### src/rtl/decode_unit.sv
// RV32I decode stage: register file, write-back bypass, load-use hazard stall, ID/EX output register.
// Latency: one cycle from an accepted instruction to out_*; register reads are combinational.
// Backpressure: in_ready drops on a held ID/EX slot, a load-use hazard or flush; out_* hold while out_valid & !out_ready.
//
// Ports: clk/reset_n (async active-low); in_valid/in_ready/in_instr/in_pc from fetch;
// wb_en/wb_rd/wb_data write-back; ex_load_valid/ex_load_rd load-use hazard source; flush;
// out_valid/out_ready plus decoded out_* fields toward execute; stall_count saturating hazard counter.
module decode_unit #(
    parameter int XLEN      = 32,
    parameter int REG_COUNT = 32
) (
    input  logic            clk,
    input  logic            reset_n,
    input  logic            in_valid,
    output logic            in_ready,
    input  logic [31:0]     in_instr,
    input  logic [XLEN-1:0] in_pc,
    input  logic            wb_en,
    input  logic [4:0]      wb_rd,
    input  logic [XLEN-1:0] wb_data,
    input  logic            ex_load_valid,
    input  logic [4:0]      ex_load_rd,
    input  logic            flush,
    output logic            out_valid,
    input  logic            out_ready,
    output logic [XLEN-1:0] out_pc,
    output logic [XLEN-1:0] out_rs1_data,
    output logic [XLEN-1:0] out_rs2_data,
    output logic [XLEN-1:0] out_imm,
    output logic [6:0]      out_opcode,
    output logic [2:0]      out_funct3,
    output logic            out_funct7b5,
    output logic [4:0]      out_rd,
    output logic [4:0]      out_rs1,
    output logic [4:0]      out_rs2,
    output logic            out_illegal,
    output logic [31:0]     stall_count
);

    localparam int         IDX_W     = $clog2(REG_COUNT);
    localparam logic [5:0] REG_LIMIT = 6'(REG_COUNT);

    localparam logic [6:0] OPC_OP     = 7'b0110011;
    localparam logic [6:0] OPC_OP_IMM = 7'b0010011;
    localparam logic [6:0] OPC_LOAD   = 7'b0000011;
    localparam logic [6:0] OPC_STORE  = 7'b0100011;
    localparam logic [6:0] OPC_BRANCH = 7'b1100011;
    localparam logic [6:0] OPC_LUI    = 7'b0110111;
    localparam logic [6:0] OPC_AUIPC  = 7'b0010111;
    localparam logic [6:0] OPC_JAL    = 7'b1101111;
    localparam logic [6:0] OPC_JALR   = 7'b1100111;

    logic [XLEN-1:0] rf [REG_COUNT];

    logic [6:0]      opcode;
    logic [4:0]      rd;
    logic [4:0]      rs1;
    logic [4:0]      rs2;
    logic            supported;
    logic            use_rd;
    logic            use_rs1;
    logic            use_rs2;
    logic [31:0]     imm32;
    logic [XLEN-1:0] dec_imm;
    logic            illegal;
    logic            hazard;
    logic            take;
    logic            wb_write;
    logic [XLEN-1:0] rs1_val;
    logic [XLEN-1:0] rs2_val;

    assign opcode = in_instr[6:0];
    assign rd     = in_instr[11:7];
    assign rs1    = in_instr[19:15];
    assign rs2    = in_instr[24:20];

    always_comb begin
        supported = 1'b0;
        use_rd    = 1'b0;
        use_rs1   = 1'b0;
        use_rs2   = 1'b0;
        imm32     = '0;
        case (opcode)
            OPC_OP: begin
                supported = 1'b1;
                use_rd    = 1'b1;
                use_rs1   = 1'b1;
                use_rs2   = 1'b1;
            end
            OPC_OP_IMM, OPC_LOAD, OPC_JALR: begin
                supported = 1'b1;
                use_rd    = 1'b1;
                use_rs1   = 1'b1;
                imm32     = {{20{in_instr[31]}}, in_instr[31:20]};
            end
            OPC_STORE: begin
                supported = 1'b1;
                use_rs1   = 1'b1;
                use_rs2   = 1'b1;
                imm32     = {{20{in_instr[31]}}, in_instr[31:25], in_instr[11:7]};
            end
            OPC_BRANCH: begin
                supported = 1'b1;
                use_rs1   = 1'b1;
                use_rs2   = 1'b1;
                imm32     = {{19{in_instr[31]}}, in_instr[31], in_instr[7],
                             in_instr[30:25], in_instr[11:8], 1'b0};
            end
            OPC_LUI, OPC_AUIPC: begin
                supported = 1'b1;
                use_rd    = 1'b1;
                imm32     = {in_instr[31:12], 12'b0};
            end
            OPC_JAL: begin
                supported = 1'b1;
                use_rd    = 1'b1;
                imm32     = {{11{in_instr[31]}}, in_instr[31], in_instr[19:12],
                             in_instr[20], in_instr[30:21], 1'b0};
            end
            default: ;
        endcase
    end

    // imm32 already carries instr[31] in its top bit, so widening it as signed
    // gives the sign extension to XLEN.
    assign dec_imm = XLEN'($signed(imm32));

    assign illegal = !supported
                   | (use_rd  & ({1'b0, rd}  >= REG_LIMIT))
                   | (use_rs1 & ({1'b0, rs1} >= REG_LIMIT))
                   | (use_rs2 & ({1'b0, rs2} >= REG_LIMIT));

    // Same-cycle write-back wins over the array; x0 and out-of-range indices read zero.
    function automatic logic [XLEN-1:0] read_reg(input logic [4:0] idx);
        if (wb_en && (wb_rd != 5'd0) && (wb_rd == idx))
            return wb_data;
        else if ((idx == 5'd0) || ({1'b0, idx} >= REG_LIMIT))
            return '0;
        else
            return rf[idx[IDX_W-1:0]];
    endfunction

    always_comb begin
        rs1_val = '0;
        rs2_val = '0;
        if (use_rs1)
            rs1_val = read_reg(rs1);
        if (use_rs2)
            rs2_val = read_reg(rs2);
    end

    assign hazard = ex_load_valid && (ex_load_rd != 5'd0)
                  && ((use_rs1 && (rs1 == ex_load_rd)) || (use_rs2 && (rs2 == ex_load_rd)));

    assign in_ready = (!out_valid || out_ready) && !hazard && !flush;
    assign take     = in_valid && in_ready;
    assign wb_write = wb_en && (wb_rd != 5'd0) && ({1'b0, wb_rd} < REG_LIMIT);

    always_ff @(posedge clk or negedge reset_n) begin
        if (!reset_n) begin
            for (int i = 0; i < REG_COUNT; i++)
                rf[i] <= '0;
        end else if (wb_write) begin
            rf[wb_rd[IDX_W-1:0]] <= wb_data;
        end
    end

    always_ff @(posedge clk or negedge reset_n) begin
        if (!reset_n) begin
            out_valid    <= 1'b0;
            out_pc       <= '0;
            out_rs1_data <= '0;
            out_rs2_data <= '0;
            out_imm      <= '0;
            out_opcode   <= '0;
            out_funct3   <= '0;
            out_funct7b5 <= 1'b0;
            out_rd       <= '0;
            out_rs1      <= '0;
            out_rs2      <= '0;
            out_illegal  <= 1'b0;
        end else if (flush) begin
            out_valid <= 1'b0;
        end else if (take) begin
            out_valid    <= 1'b1;
            out_pc       <= in_pc;
            out_rs1_data <= rs1_val;
            out_rs2_data <= rs2_val;
            out_imm      <= dec_imm;
            out_opcode   <= opcode;
            out_funct3   <= in_instr[14:12];
            out_funct7b5 <= in_instr[30];
            out_rd       <= rd;
            out_rs1      <= rs1;
            out_rs2      <= rs2;
            out_illegal  <= illegal;
        end else if (out_ready) begin
            out_valid <= 1'b0;
        end
    end

    always_ff @(posedge clk or negedge reset_n) begin
        if (!reset_n)
            stall_count <= '0;
        else if (in_valid && hazard && !flush && (stall_count != 32'hFFFF_FFFF))
            stall_count <= stall_count + 32'd1;
    end

endmodule
### config.mk
export PLATFORM = sky130hd
export DESIGN_NAME = decode_unit
export DESIGN_NICKNAME = d
export VERILOG_FILES = /design/src/rtl/decode_unit.sv
export SDC_FILE = /design/constraint.sdc
export NUM_CORES = 2
export LEC_CHECK = 0
export ABC_CLOCK_PERIOD_IN_PS = 2400
export BUFFER_PORTS_ARGS = -buffer_cell sky130_fd_sc_hd__buf_2
export CAP_MARGIN = 20
export CORE_ASPECT_RATIO = 1.2
export CORE_MARGIN = 1.5
export CORE_UTILIZATION = 42
export DETAILED_ROUTE_END_ITERATION = 8
export PLACE_DENSITY = 0.66
export SLEW_MARGIN = 20
export SYNTH_ARGS = -nofsm -noshare
export SYNTH_HDL_FRONTEND = slang
export SYNTH_SLANG_ARGS = --single-unit
### constraint.sdc
create_clock -name clk -period 2.4 [get_ports clk]
set_input_delay 0.24 -clock clk [delete_from_list [all_inputs] [get_ports clk]]
set_output_delay 0.24 -clock clk [all_outputs]
set_load 0.05 [all_outputs]
# Yosys cells after proc, flatten, opt, wreduce, memory -nomap -nowiden
# Cells that the tools add are included.
classes:
  add_sub_neg: 1
  magnitude_cmp: 4
  eq_ne: 14
  muxes: 22
  n_bitwise: 4
  reduce_logical: 31
ops:
  columns: ["op", "count"]
  rows:
  - ["1024-bit bitwise mux", 1]
  - ["32-bit two-way mux", 11]
  - ["32-bit binary-select mux with 5-bit select", 2]
  - ["32-bit demux with 5-bit select", 1]
  - ["32-bit case mux with 5 select lines", 1]
  - ["32-bit by 1-bit adder with 32-bit output, second input constant", 1]
  - ["32-bit != test, second input constant", 1]
  - ["7-bit by 6-bit == test with 1-bit output, second input constant", 3]
  - ["7-bit == test, second input constant", 3]
  - ["5-bit == test", 4]
  - ["6-bit greater-or-equal comparator, second input constant", 3]
  - ["5-bit inverter with 6-bit output", 3]
  - ["7-bit by 5-bit == test with 1-bit output, second input constant", 2]
  - ["1-bit logical AND", 14]
  - ["5-bit zero test", 2]
  - ["5-bit nonzero test", 2]
  - ["9-bit OR reduction", 1]
  - ["7-bit by 2-bit == test with 1-bit output, second input constant", 1]
  - ["6-bit by 1-bit less-than comparator with 1-bit output, second input constant", 1]
  - ["1-bit two-way mux", 6]
  - ["3-bit OR reduction", 2]
  - ["6-bit OR reduction", 1]
  - ["1-bit zero test", 4]
  - ["3-bit nonzero test", 1]
  - ["other kinds (4)", 5]
totals:
  reg_bits: 1212
  inputBits: 113
  output_inout_bits: 189
  elab_cells: 121

# Longest topological paths before layout
depth:
  depth_word: 12
  mapped_depth: 11
  depth_no_buf: 6

# Worst setup path before layout
# Ideal clock, no wire load.
synth_timing:
  kind: "register -> register"
  startpoint: "reg stall_count[5]"
  endpoint: "reg stall_count[1]"
  setup_ns: 0.125
  arrival_time_ns: 2.582
  required_time_ns: 2.275
  slack_ns: -0.307
  path_stages_with_launch: 6
  n_path_buf: 0
  period_less_slack_ns: 2.707
  path_cell_list: "dfrtp_1 -> nand4_1 -> nor4_1 -> or4b_2 -> o211ai_2 -> mux2_2"
synth_via:
  elab_chain_len: 2
synth_lines:
  columns: ["element", "line_no", "rtl"]
  rows:
  - ["start, declared", "37", "output logic [31:0] stall_count"]
  - ["start signal, assigned", "206", "stall_count <= stall_count + 32'd1;"]
  - ["32-bit != test", "205", "else if (in_valid && hazard && !flush && (stall_count != 32'hFFFF_FFFF))"]
  - ["1-bit logical AND", "205", null]
# No other way between the ends.
# A chain may end at the register's enable or synchronous reset.

# Worst setup path after layout
layout_timing:
  startpoint: "reg out_valid"
  endpoint: "out in_ready"
layout_via:
  elab_chain_len: 4
layout_lines:
  columns: ["element", "line_no", "rtl"]
  rows:
  - ["start, declared", "24", "output logic out_valid,"]
  - ["start signal, assigned", "170", "out_valid <= 1'b0;"]
  - ["start signal, assigned", "183", "out_valid <= 1'b0;"]
  - ["start signal, assigned", "185", "out_valid <= 1'b1;"]
  - ["1-bit zero test", "155", "assign in_ready = (!out_valid || out_ready) && !hazard && !flush;"]
  - ["1-bit logical OR", "155", null]
  - ["1-bit logical AND (2 in series)", "155", null]
  - ["end, declared", "15", "output logic in_ready,"]
# No other way between the ends.

==> reports/results.tsv <==
stage	metric	value	unit
pwr	cellPowerDensity	780.8	nW/um^2
pwr	total_power	58.41	mW
critical_path	cpLargestDelayFamily	buffers and inverters	
cells_and_area	fin_util	50.82	%
grt	overflow	0	
grt	grt_pass1_vias	45600	
placed_design	hpwl	135700	um
cells_and_area	drive_gt1_share	49.64	%
die	die_h	425.4	um
die	dieArea	151000	um^2
synth	syn_nets	4610	
route	routedWlPerCell	30.46	um
die	rows	154	
grt	grt_util_all_layers	28.24	%
critical_path	cp_num_buf_inv	3	
timing	setup_violations	0	
route	vias	44380	
synth	synthFlopType	dfrtp_1	
critical_path	crit_type	reg -> out	
grt	grt_use_met3	7.108	%
synth	synth_largest_area_cell	dfrtp_1	
synth	synth-edff-count	0	
timing	period_minus_slack	2361	ps
cts	cts_tree	built	
grt	grtUsageMet1	35.99	%
cts	cts_setup_buffers	0	
synth	ys_warn_count	0	
timing	report.final.slew_viol_count	0	
synth	synth.top_cells.by_count	dfrtp_1 (1,212), mux2_2 (1,041), mux4_2 (394), clkbuf_1 (315), mux2i_1 (256)	
die	ios	302	
placed_design	portBuffers	301	
route	drtIter0Drc	4453	
cts	numCtsBuffers	118	
synth	synth_top_area_share	48.56	%
die	die_width	355.0	um
cts	cts_root_buf	clkbuf_16	
grt	grt_most_used_layer	met2	
critical_path	cp-end-kind	output port	
grt	globalRouteMet2Util	44.87	%
grt	grt_pass1_wl	314100	um
pwr	p_leak	33.74	nW
synth	ys_ff_latch	1212	
synth	synth_most_common_cell	dfrtp_1	
synth	postSynthCellCount	4496	
critical_path	slowest_delay	420	ps
critical_path	crit_slowest_cell	dfrtp_1	
timing	max_freq	423.6	MHz
die	initial_utilization	42.42	%
critical_path	worst-r2r-setup-slack	100	ps
critical_path	cp_max_fo	4	
synth	synth_cell_types	62	
critical_path	cp.required	2160	ps
cts	clock-sinks	1212	
timing	period_share	98.36	%
run	max_cap_violations	0	
timing	relSlewSlack	19.93	%
cells_and_area	area_growth	19.79	%
critical_path	crit_top_cell	buf_4	
run_status	run_status	complete, no violations	
pwr	peakVddDrop	0.0007585	V
route	dr.pass1.iters	5	
timing	rsz0062_at_grt	false	
die	core_area	147200	um^2
critical_path	cp-start-kind	flop	
grt	antenna_found_initial	19	
cts	htree_num_levels	3	
cts	clk_latency	780	ps
synth	ys_seq_area_share	48.56	%
cts	path_clk_slew	70	ps
cts	ctsLongestPathBuffers	3	
worst_hold_path	min_path_type	in -> async	
placed_design	gp_congestion	0.9110	
route	drc	0	
timing	tightest_slew	1199	ps
timing	clock_skew	44.70	ps
synth	synthTopCellsByArea	dfrtp_1 (49%), mux2_2 (19%), mux4_2 (14%)	
route	wirelength	214400	um
synth	netlist_area	62450	um^2
grt	grt_max_degree	118	
timing	whs	39.36	ps
timing	finalHoldViolations	0	
critical_path	cp_cell_sequence	nand2b_4, o41ai_2, buf_4, nor3_2, buf_4, buf_4	
critical_path	worstPathArrival	2120	ps
synth	synth_async_sr_flop_share	100.0	%
synth	avgSynthCellArea	13.89	um^2
route	via_per_inst	6.306	
cells_and_area	nets	5097	
route	final_antenna_net_count	0	
## final cells by class
| cell class | instances | area (um^2) |
|---|---|---|
| clock inverters | 54 | 568.0 |
| clock buffers | 164 | 3356 |
| multi-input cells | 2791 | 30360 |
| repair buffers | 853 | 7681 |
| fillers | 12350 | 72400 |
| flip-flops and latches | 1212 | 30360 |
| diodes | 7 | 17.52 |
| inverters | 7 | 26.28 |
| well taps | 1950 | 2440 |
## state kept, by name, summed over array words and instances, names as in the netlist, 5 cells and up
| signal | flops |
|---|---|
| out_rd | 5 |
| rf | 1024 |
| out_rs2 | 5 |
| out_rs1 | 5 |
| out_imm | 32 |
| out_rs1_data | 32 |
| stall_count | 32 |
| out_opcode | 7 |
| out_rs2_data | 32 |
| out_pc | 32 |
## final timing paths
| path | startpoint | cells after the start | endpoint |
|---|---|---|---|
| min in group clk | in_instr[20] | 4 | out_rs2[0] |
| max | out_valid | 6 | in_ready |
| min | reset_n | 2 | rf[644] |
| min reg2reg | rf[1019] | 0 | rf[1019] |
| max in group asynchronous | reset_n | 4 | rf[860] |
| max reg2reg | stall_count[13] | 7 | stall_count[2] |
## cell families after synthesis
group / count (synthesis) / synth area share (%)
XOR/XNOR: 51 / 0.7152
AO/OA/AOI/OAI: 512 / 6.177
flip-flops: 1212 / 48.56
AND/OR/NAND/NOR: 536 / 4.163
adder cells (fa/ha/maj): 1 / 0.02003
multiplexers: 1691 / 37.08
buffers and inverters: 493 / 3.280
## placed cells by master, fill, tap and decap left out, drive strengths merged, types with 30 or more instances in the layout
cell,instances
a22o,55
a221oi,87
clkbuf,164
mux2i,256
nor3,58
a221o,32
nor2b,52
o21ai,63
buf,795
dfrtp,1212
mux4,394
nand2,253
nor2,44
mux2,1041
dlygate4sd3,58
a21oi,83
o221ai,35
a211oi,58
o22ai,32
a22oi,30
## what timing repair did
item / CTS / global route
endpoints found under the hold margin: 905 / 0
pin swaps: 0 / 0
hold buffers: 58 / 0
resized for setup: 3 / 1
setup endpoints to repair: 1 / 1
## routing by layer
| metal | share of wire, % | wire (um) | up-vias |
|---|---|---|---|
| met5 | 0.12 | 257 | - |
| met4 | 5.2 | 11150 | 24 |
| met3 | 9.3 | 19950 | 560 |
| met2 | 46 | 99610 | 2103 |
| met1 | 39 | 83380 | 23570 |
| li1 | - | - | 18130 |
## through the flow
step	cell area (um^2)	setup WS (ps)	setup TNS [ps]	cells
6_report	74810	39.44	0	7038
5_1_grt	74800	5.721	0	7035
4_1_cts	74780	28.90	0	7031
3_5_place_dp	70260	-462.6	-43130	6755
3_3_place_gp	70250	-534.4	-44760	6755
2_1_floorplan	62500	-35.31	-35.31	4496
## power by group
part	leakage [nW]	internal (mW)	total, mW	switching [mW]
clock	1.91	10.6	19.1	8.50
sequential	15.6	24.0	26.6	2.60
combinational	16.3	6.93	12.7	5.74
## worst register-to-register path, delay by kind of cell (launching register included)
family	cells	cell delay (ps)
DFF	1	380
and+or+nand+nor	4	1260
xor gates and xnor gates	1	140
AOI/OAI and AO/OA	1	200
buffers and inverters	1	200
No activity file was read; power rests on OpenSTA's default activity.
